[src/rtl/packed_sub_seq.sv]
// Lane-serial packed SIMD subtractor: c = a - b over 8/16/32-bit elements, one byte per cycle,
// with per-element signed overflow detection and optional saturation.
module packed_sub_seq (
    input  logic        clk,
    input  logic        rst,
    input  logic        in_valid,
    output logic        in_ready,
    input  logic [31:0] a,
    input  logic [31:0] b,
    input  logic [1:0]  width,
    input  logic        saturate,
    output logic        out_valid,
    input  logic        out_ready,
    output logic [31:0] c,
    output logic [3:0]  ovf
);

    typedef enum logic [2:0] {
        StIdle = 3'd0,
        StB0   = 3'd1,
        StB1   = 3'd2,
        StB2   = 3'd3,
        StB3   = 3'd4,
        StSat  = 3'd5,
        StDone = 3'd6
    } state_e;

    state_e      state_q, state_d;
    logic [31:0] a_q, a_d;
    logic [31:0] b_q, b_d;
    logic [1:0]  width_q, width_d;
    logic        sat_q, sat_d;
    logic [31:0] res_q, res_d;
    logic        carry_q, carry_d;
    logic [3:0]  sign_a_q, sign_a_d;
    logic [3:0]  sign_b_q, sign_b_d;
    logic [3:0]  sign_s_q, sign_s_d;
    logic [31:0] c_q, c_d;
    logic [3:0]  ovf_q, ovf_d;

    logic [1:0]  byte_idx;
    logic [7:0]  a_byte;
    logic [7:0]  b_byte;
    logic        cin;
    logic [8:0]  sum9;

    logic [3:0]  is_top;
    logic [3:0]  lane_ovf;
    logic [3:0]  sat_ovf;
    logic [31:0] sat_c;

    // Byte slice datapath: a + ~b + cin, borrow chained only inside an element.
    always_comb begin
        byte_idx = 2'd0;
        unique case (state_q)
            StB1:    byte_idx = 2'd1;
            StB2:    byte_idx = 2'd2;
            StB3:    byte_idx = 2'd3;
            default: byte_idx = 2'd0;
        endcase
        a_byte = a_q[{byte_idx, 3'b000} +: 8];
        b_byte = b_q[{byte_idx, 3'b000} +: 8];
        if (byte_idx == 2'd0 || width_q == 2'b00 || (byte_idx == 2'd2 && width_q == 2'b01)) begin
            cin = 1'b1;
        end else begin
            cin = carry_q;
        end
        sum9 = {1'b0, a_byte} + {1'b0, ~b_byte} + {8'd0, cin};
    end

    // Overflow and saturation; each lane looks up the top byte of its own element.
    always_comb begin
        unique case (width_q)
            2'b00:   is_top = 4'b1111;
            2'b01:   is_top = 4'b1010;
            default: is_top = 4'b1000;
        endcase
        lane_ovf = (sign_a_q ^ sign_b_q) & (sign_s_q ^ sign_a_q);
        sat_ovf  = lane_ovf & is_top;
        sat_c    = res_q;
        for (int i = 0; i < 4; i++) begin
            logic [1:0] li;
            logic [1:0] top;
            li = 2'(i);
            unique case (width_q)
                2'b00:   top = li;
                2'b01:   top = {li[1], 1'b1};
                default: top = 2'd3;
            endcase
            if (sat_q && lane_ovf[top]) begin
                if (li == top) begin
                    sat_c[8*i +: 8] = sign_a_q[top] ? 8'h80 : 8'h7F;
                end else begin
                    sat_c[8*i +: 8] = sign_a_q[top] ? 8'h00 : 8'hFF;
                end
            end
        end
    end

    always_comb begin
        state_d  = state_q;
        a_d      = a_q;
        b_d      = b_q;
        width_d  = width_q;
        sat_d    = sat_q;
        res_d    = res_q;
        carry_d  = carry_q;
        sign_a_d = sign_a_q;
        sign_b_d = sign_b_q;
        sign_s_d = sign_s_q;
        c_d      = c_q;
        ovf_d    = ovf_q;
        unique case (state_q)
            StIdle: begin
                if (in_valid) begin
                    a_d     = a;
                    b_d     = b;
                    width_d = width;
                    sat_d   = saturate;
                    res_d   = 32'd0;
                    state_d = StB0;
                end
            end
            StB0, StB1, StB2, StB3: begin
                res_d[{byte_idx, 3'b000} +: 8] = sum9[7:0];
                carry_d                       = sum9[8];
                sign_a_d[byte_idx]            = a_byte[7];
                sign_b_d[byte_idx]            = b_byte[7];
                sign_s_d[byte_idx]            = sum9[7];
                state_d                       = state_e'(state_q + 3'd1);
            end
            StSat: begin
                c_d     = sat_c;
                ovf_d   = sat_ovf;
                state_d = StDone;
            end
            StDone: begin
                if (out_ready) begin
                    state_d = StIdle;
                end
            end
            default: state_d = StIdle;
        endcase
    end

    always_ff @(posedge clk or posedge rst) begin
        if (rst) begin
            state_q  <= StIdle;
            a_q      <= 32'd0;
            b_q      <= 32'd0;
            width_q  <= 2'd0;
            sat_q    <= 1'b0;
            res_q    <= 32'd0;
            carry_q  <= 1'b0;
            sign_a_q <= 4'd0;
            sign_b_q <= 4'd0;
            sign_s_q <= 4'd0;
            c_q      <= 32'd0;
            ovf_q    <= 4'd0;
        end else begin
            state_q  <= state_d;
            a_q      <= a_d;
            b_q      <= b_d;
            width_q  <= width_d;
            sat_q    <= sat_d;
            res_q    <= res_d;
            carry_q  <= carry_d;
            sign_a_q <= sign_a_d;
            sign_b_q <= sign_b_d;
            sign_s_q <= sign_s_d;
            c_q      <= c_d;
            ovf_q    <= ovf_d;
        end
    end

    assign in_ready  = (state_q == StIdle);
    assign out_valid = (state_q == StDone);
    assign c         = c_q;
    assign ovf       = ovf_q;

endmodule

[config.mk]
export PLATFORM = sky130hd
export DESIGN_NAME = packed_sub_seq
export DESIGN_NICKNAME = d
export VERILOG_FILES = /design/src/rtl/packed_sub_seq.sv
export SDC_FILE = /design/constraint.sdc
export NUM_CORES = 1
export LEC_CHECK = 0
export ABC_CLOCK_PERIOD_IN_PS = 7000
export BUFFER_PORTS_ARGS = -buffer_cell sky130_fd_sc_hd__buf_2
export CAP_MARGIN = 25
export CORE_MARGIN = 2
export CORE_UTILIZATION = 40
export DETAILED_ROUTE_END_ITERATION = 6
export SETUP_SLACK_MARGIN = 0.02
export SLEW_MARGIN = 20
export SYNTH_ARGS = -nofsm -noshare
export SYNTH_HDL_FRONTEND = slang
export SYNTH_SLANG_ARGS = --single-unit
export TNS_END_PERCENT = 1
[constraint.sdc]
create_clock -name clk -period 7 [get_ports clk]
set_clock_uncertainty 0.15 [all_clocks]
set_input_delay 0.7 -clock clk [delete_from_list [all_inputs] [get_ports clk]]
set_output_delay 0.7 -clock clk [all_outputs]
set_load 0.02 [all_outputs]
==> results_dict.tcl <==
set metrics [dict create \
    min_period_ps 4580 \
    yosysSeqAreaShare_pct 53.0 \
    path_cells "inv_1 > ha_1 > mux2_4 > inv_1 > ha_1 > inv_1 > a21oi_1 > or3_1 > fa_1 > inv_1 > fa_1 > nor2b_1 > o31a_1 > o31a_1 > nor3_2 > a22o_1" \
    vias 5036 \
    viasPerCell 5.29 \
    cp_num_buf_inv 4 \
    fmax_mhz 218 \
    die_w_um 137 \
    final.setup.tns_ps 0 \
    clock_sinks 151 \
    period_share_pct 65.5 \
    wl_per_cell_um 17.6 \
    hpwl_um 12000 \
    coreArea_um2 17400 \
    cts.htree.levels 4 \
    insertion_delay_ps 420 \
    hold_path.class "input port to asynchronous set/reset pin" \
    post_cts_buffers 0 \
    die_height_um 137 \
    finalHoldViolCount 0 \
    clockBufferDepth 2 \
    cts_hold_buf 0 \
    ys_warn_count 0 \
    portBuffers 108 \
    netlist_area_um2 7130 \
    cp_slowest_stage_delay_ps 540 \
    dieArea_um2 18900 \
    postCtsResizedCells 0 \
    top_level_ports 109 \
    drtIter0Drc 246 \
    grtUsageTotal_pct 18.5 \
    rsz0062_at_grt "no" \
    num_rows 48 \
    startpoint_type "flop" \
    synthFlopType "dfrtp_1" \
    max_cap_viol_count 0 \
    diodes 0 \
    crit_type "flop to flop" \
    grt_antenna_before_repair 0 \
    drv_slew 0 \
    crit_path_frequent_cell "inv_1" \
    maxSlewHeadroom_pct 40.5 \
    synth_cells 612 \
    grt_remaining_overflow 0 \
    yosysUniqueCellTypes 62 \
    cts-root-buf "clkbuf_16" \
    cp.required_ps 7200 \
    setup_viol 0 \
    status "finished, final reports clean" \
    crit_path_max_fanout 41 \
    place_inst 919 \
    critPathTopFamily "adder cells" \
    start_util_pct 41.1 \
    synthArstFlopShare_pct 100 \
    areaGrowthSynthToFinish_pct 18.0 \
    final_common_cell "dfrtp_1" \
    slowest_stage "mux2_4" \
    final_antenna_net_count 0 \
    layout.nets 804 \
    gp_congestion 0.824 \
    tritoncts "done" \
    utilization_pct 48.5 \
    drcViolationCount 0 \
    synth_edf_count 0 \
    register_area_um2 3780 \
    multi_input_area_um2 3130 \
    syn_nets 702 \
    fill_cells 1588 \
    final_layout_size_suffix_gt1_share_pct 35.2 \
    grt_pass1_vias 5145 \
    ys_ff_latch 151 \
    cp.arrival_ps 4790 \
    layout.cells.non_filler 952 \
    mostFrequentLayoutCells "151 x dfrtp_1, 108 x buf_2, 96 x nand2_1" \
    clk_pin_slew_ps 60 \
    pre_cts_ws_ps 1990 \
    grt_max_degree 81 \
    synth_area_per_cell_um2 11.6 \
    drt_first_pass_iters 5 \
    wl_um 16700 \
    setup_ws_ps 2420 \
    cp-end-kind "flop" \
    grt_first_pass_wirelength_um 26900 \
    cts_made_buffers 17 \
    worstMarginPinSlew_ps 892 \
]
==> cell type report <==
class,instances,area share (%)
inverter,16,0.773
timing repair buffer,113,6.96
clock inverter,11,1.16
tap,225,3.35
multi-input combinational,415,37.2
clock buffer,21,5.59
sequential,151,44.9
==> synth_stat cells (2+ instances only) <==
master | n | area, µm²
ha_1 | 17 | 213
o21a_1 | 2 | 15.0
dfrtp_1 | 151 | 3780
o31ai_1 | 6 | 45.0
nand3_1 | 13 | 65.1
or3_1 | 2 | 12.5
and2_1 | 3 | 18.8
buf_2 | 12 | 60.1
nor2b_1 | 7 | 43.8
a221o_1 | 7 | 70.1
o21ai_2 | 4 | 35.0
nand2_1 | 97 | 364
buf_4 | 7 | 52.6
o21ai_0 | 29 | 145
fa_1 | 2 | 40.0
o21ai_1 | 3 | 15.0
and3b_1 | 2 | 17.5
a31oi_1 | 6 | 37.5
o31a_1 | 3 | 26.3
o211ai_1 | 2 | 15.0
a21oi_1 | 20 | 100
nor2_1 | 14 | 52.6
nor3b_2 | 2 | 25.0
nor4_1 | 2 | 12.5
clkbuf_1 | 8 | 30.0
mux2_1 | 4 | 45.0
nor3_1 | 5 | 25.0
inv_1 | 15 | 56.3
xnor2_1 | 3 | 26.3
nor2_2 | 2 | 12.5
mux2i_1 | 7 | 70.1
a22o_1 | 29 | 254
mux2_2 | 72 | 811
o221a_2 | 14 | 158
or2_2 | 3 | 18.8
nand4_1 | 2 | 12.5
a211oi_1 | 4 | 30.0
and3_1 | 7 | 43.8
==> routing by layer <==
metal	routed length (µm)	vias to the layer above	GRT usage, %	part of all wire, %
met5	0	-	0	0
met4	121	0	4.75	0.72
met3	892	8	4.78	5.3
met2	8000	137	30.0	48
met1	7700	2476	24.8	46
li1	-	2415	-	-
==> flip-flops by register name, indices dropped and copies added, names as in the netlist <==
| name | cells |
|---|---|
| sign_b_q | 4 |
| sign_a_q | 4 |
| res_q | 32 |
| ovf | 4 |
| width_q | 2 |
| b_q | 32 |
| state_q | 3 |
| carry_q | 1 |
| c | 32 |
| a_q | 32 |
| sat_q | 1 |
| sign_s_q | 4 |
==> worst register-to-register path: cells and delay by family (launching register included) <==
family | cells | cell delay, ps
flip-flops | 1 | 420
AND/OR/NAND/NOR | 3 | 720
buffers and inverters | 4 | 600
multiplexers | 1 | 540
adder cells (fa/ha/maj) | 4 | 1260
AO/OA/AOI/OAI | 4 | 840
==> stage by stage <==
stage          cell area, µm²  hold slack, ps
2_1_floorplan            7130             299
3_3_place_gp             7830             309
3_5_place_dp             7830             316
4_1_cts                  8400             283
5_1_grt                  8410             316
6_report                 8410             265
==> kinds of logic after synthesis <==
| group | Yosys count | synth area share [%] |
|---|---|---|
| adder cells (fa/ha/maj) | 19 | 3.55 |
| AO/OA/AOI/OAI | 137 | 14.7 |
| XOR/XNOR | 4 | 0.492 |
| flip-flops | 151 | 53.0 |
| multiplexers | 84 | 13.2 |
| AND/OR/NAND/NOR | 171 | 12.0 |
| buffers and inverters | 46 | 3.12 |
==> worst paths after layout <==
| path | cells after the start | slack (ps) | end | from |
|---|---|---|---|---|
| min | 2 | 270 | a_q[19]$_DFFE_PP0P_ | rst |
| max | 16 | 2420 | res_q[14]$_DFFE_PP0P_ | state_q[0]$_DFFE_PP0P_ |
| min reg2reg | 2 | 320 | c[24]$_DFFE_PP0P_ | c[24]$_DFFE_PP0P_ |
| max in group asynchronous | 3 | 5080 | res_q[13]$_DFFE_PP0P_ | rst |
| min in group clk | 2 | 320 | c[24]$_DFFE_PP0P_ | c[24]$_DFFE_PP0P_ |
| max reg2reg | 16 | 2420 | res_q[14]$_DFFE_PP0P_ | state_q[0]$_DFFE_PP0P_ |
Power is left out: the tool's default activity adds up to more than one toggle a clock period on the data nets, which glitch-free logic cannot reach.
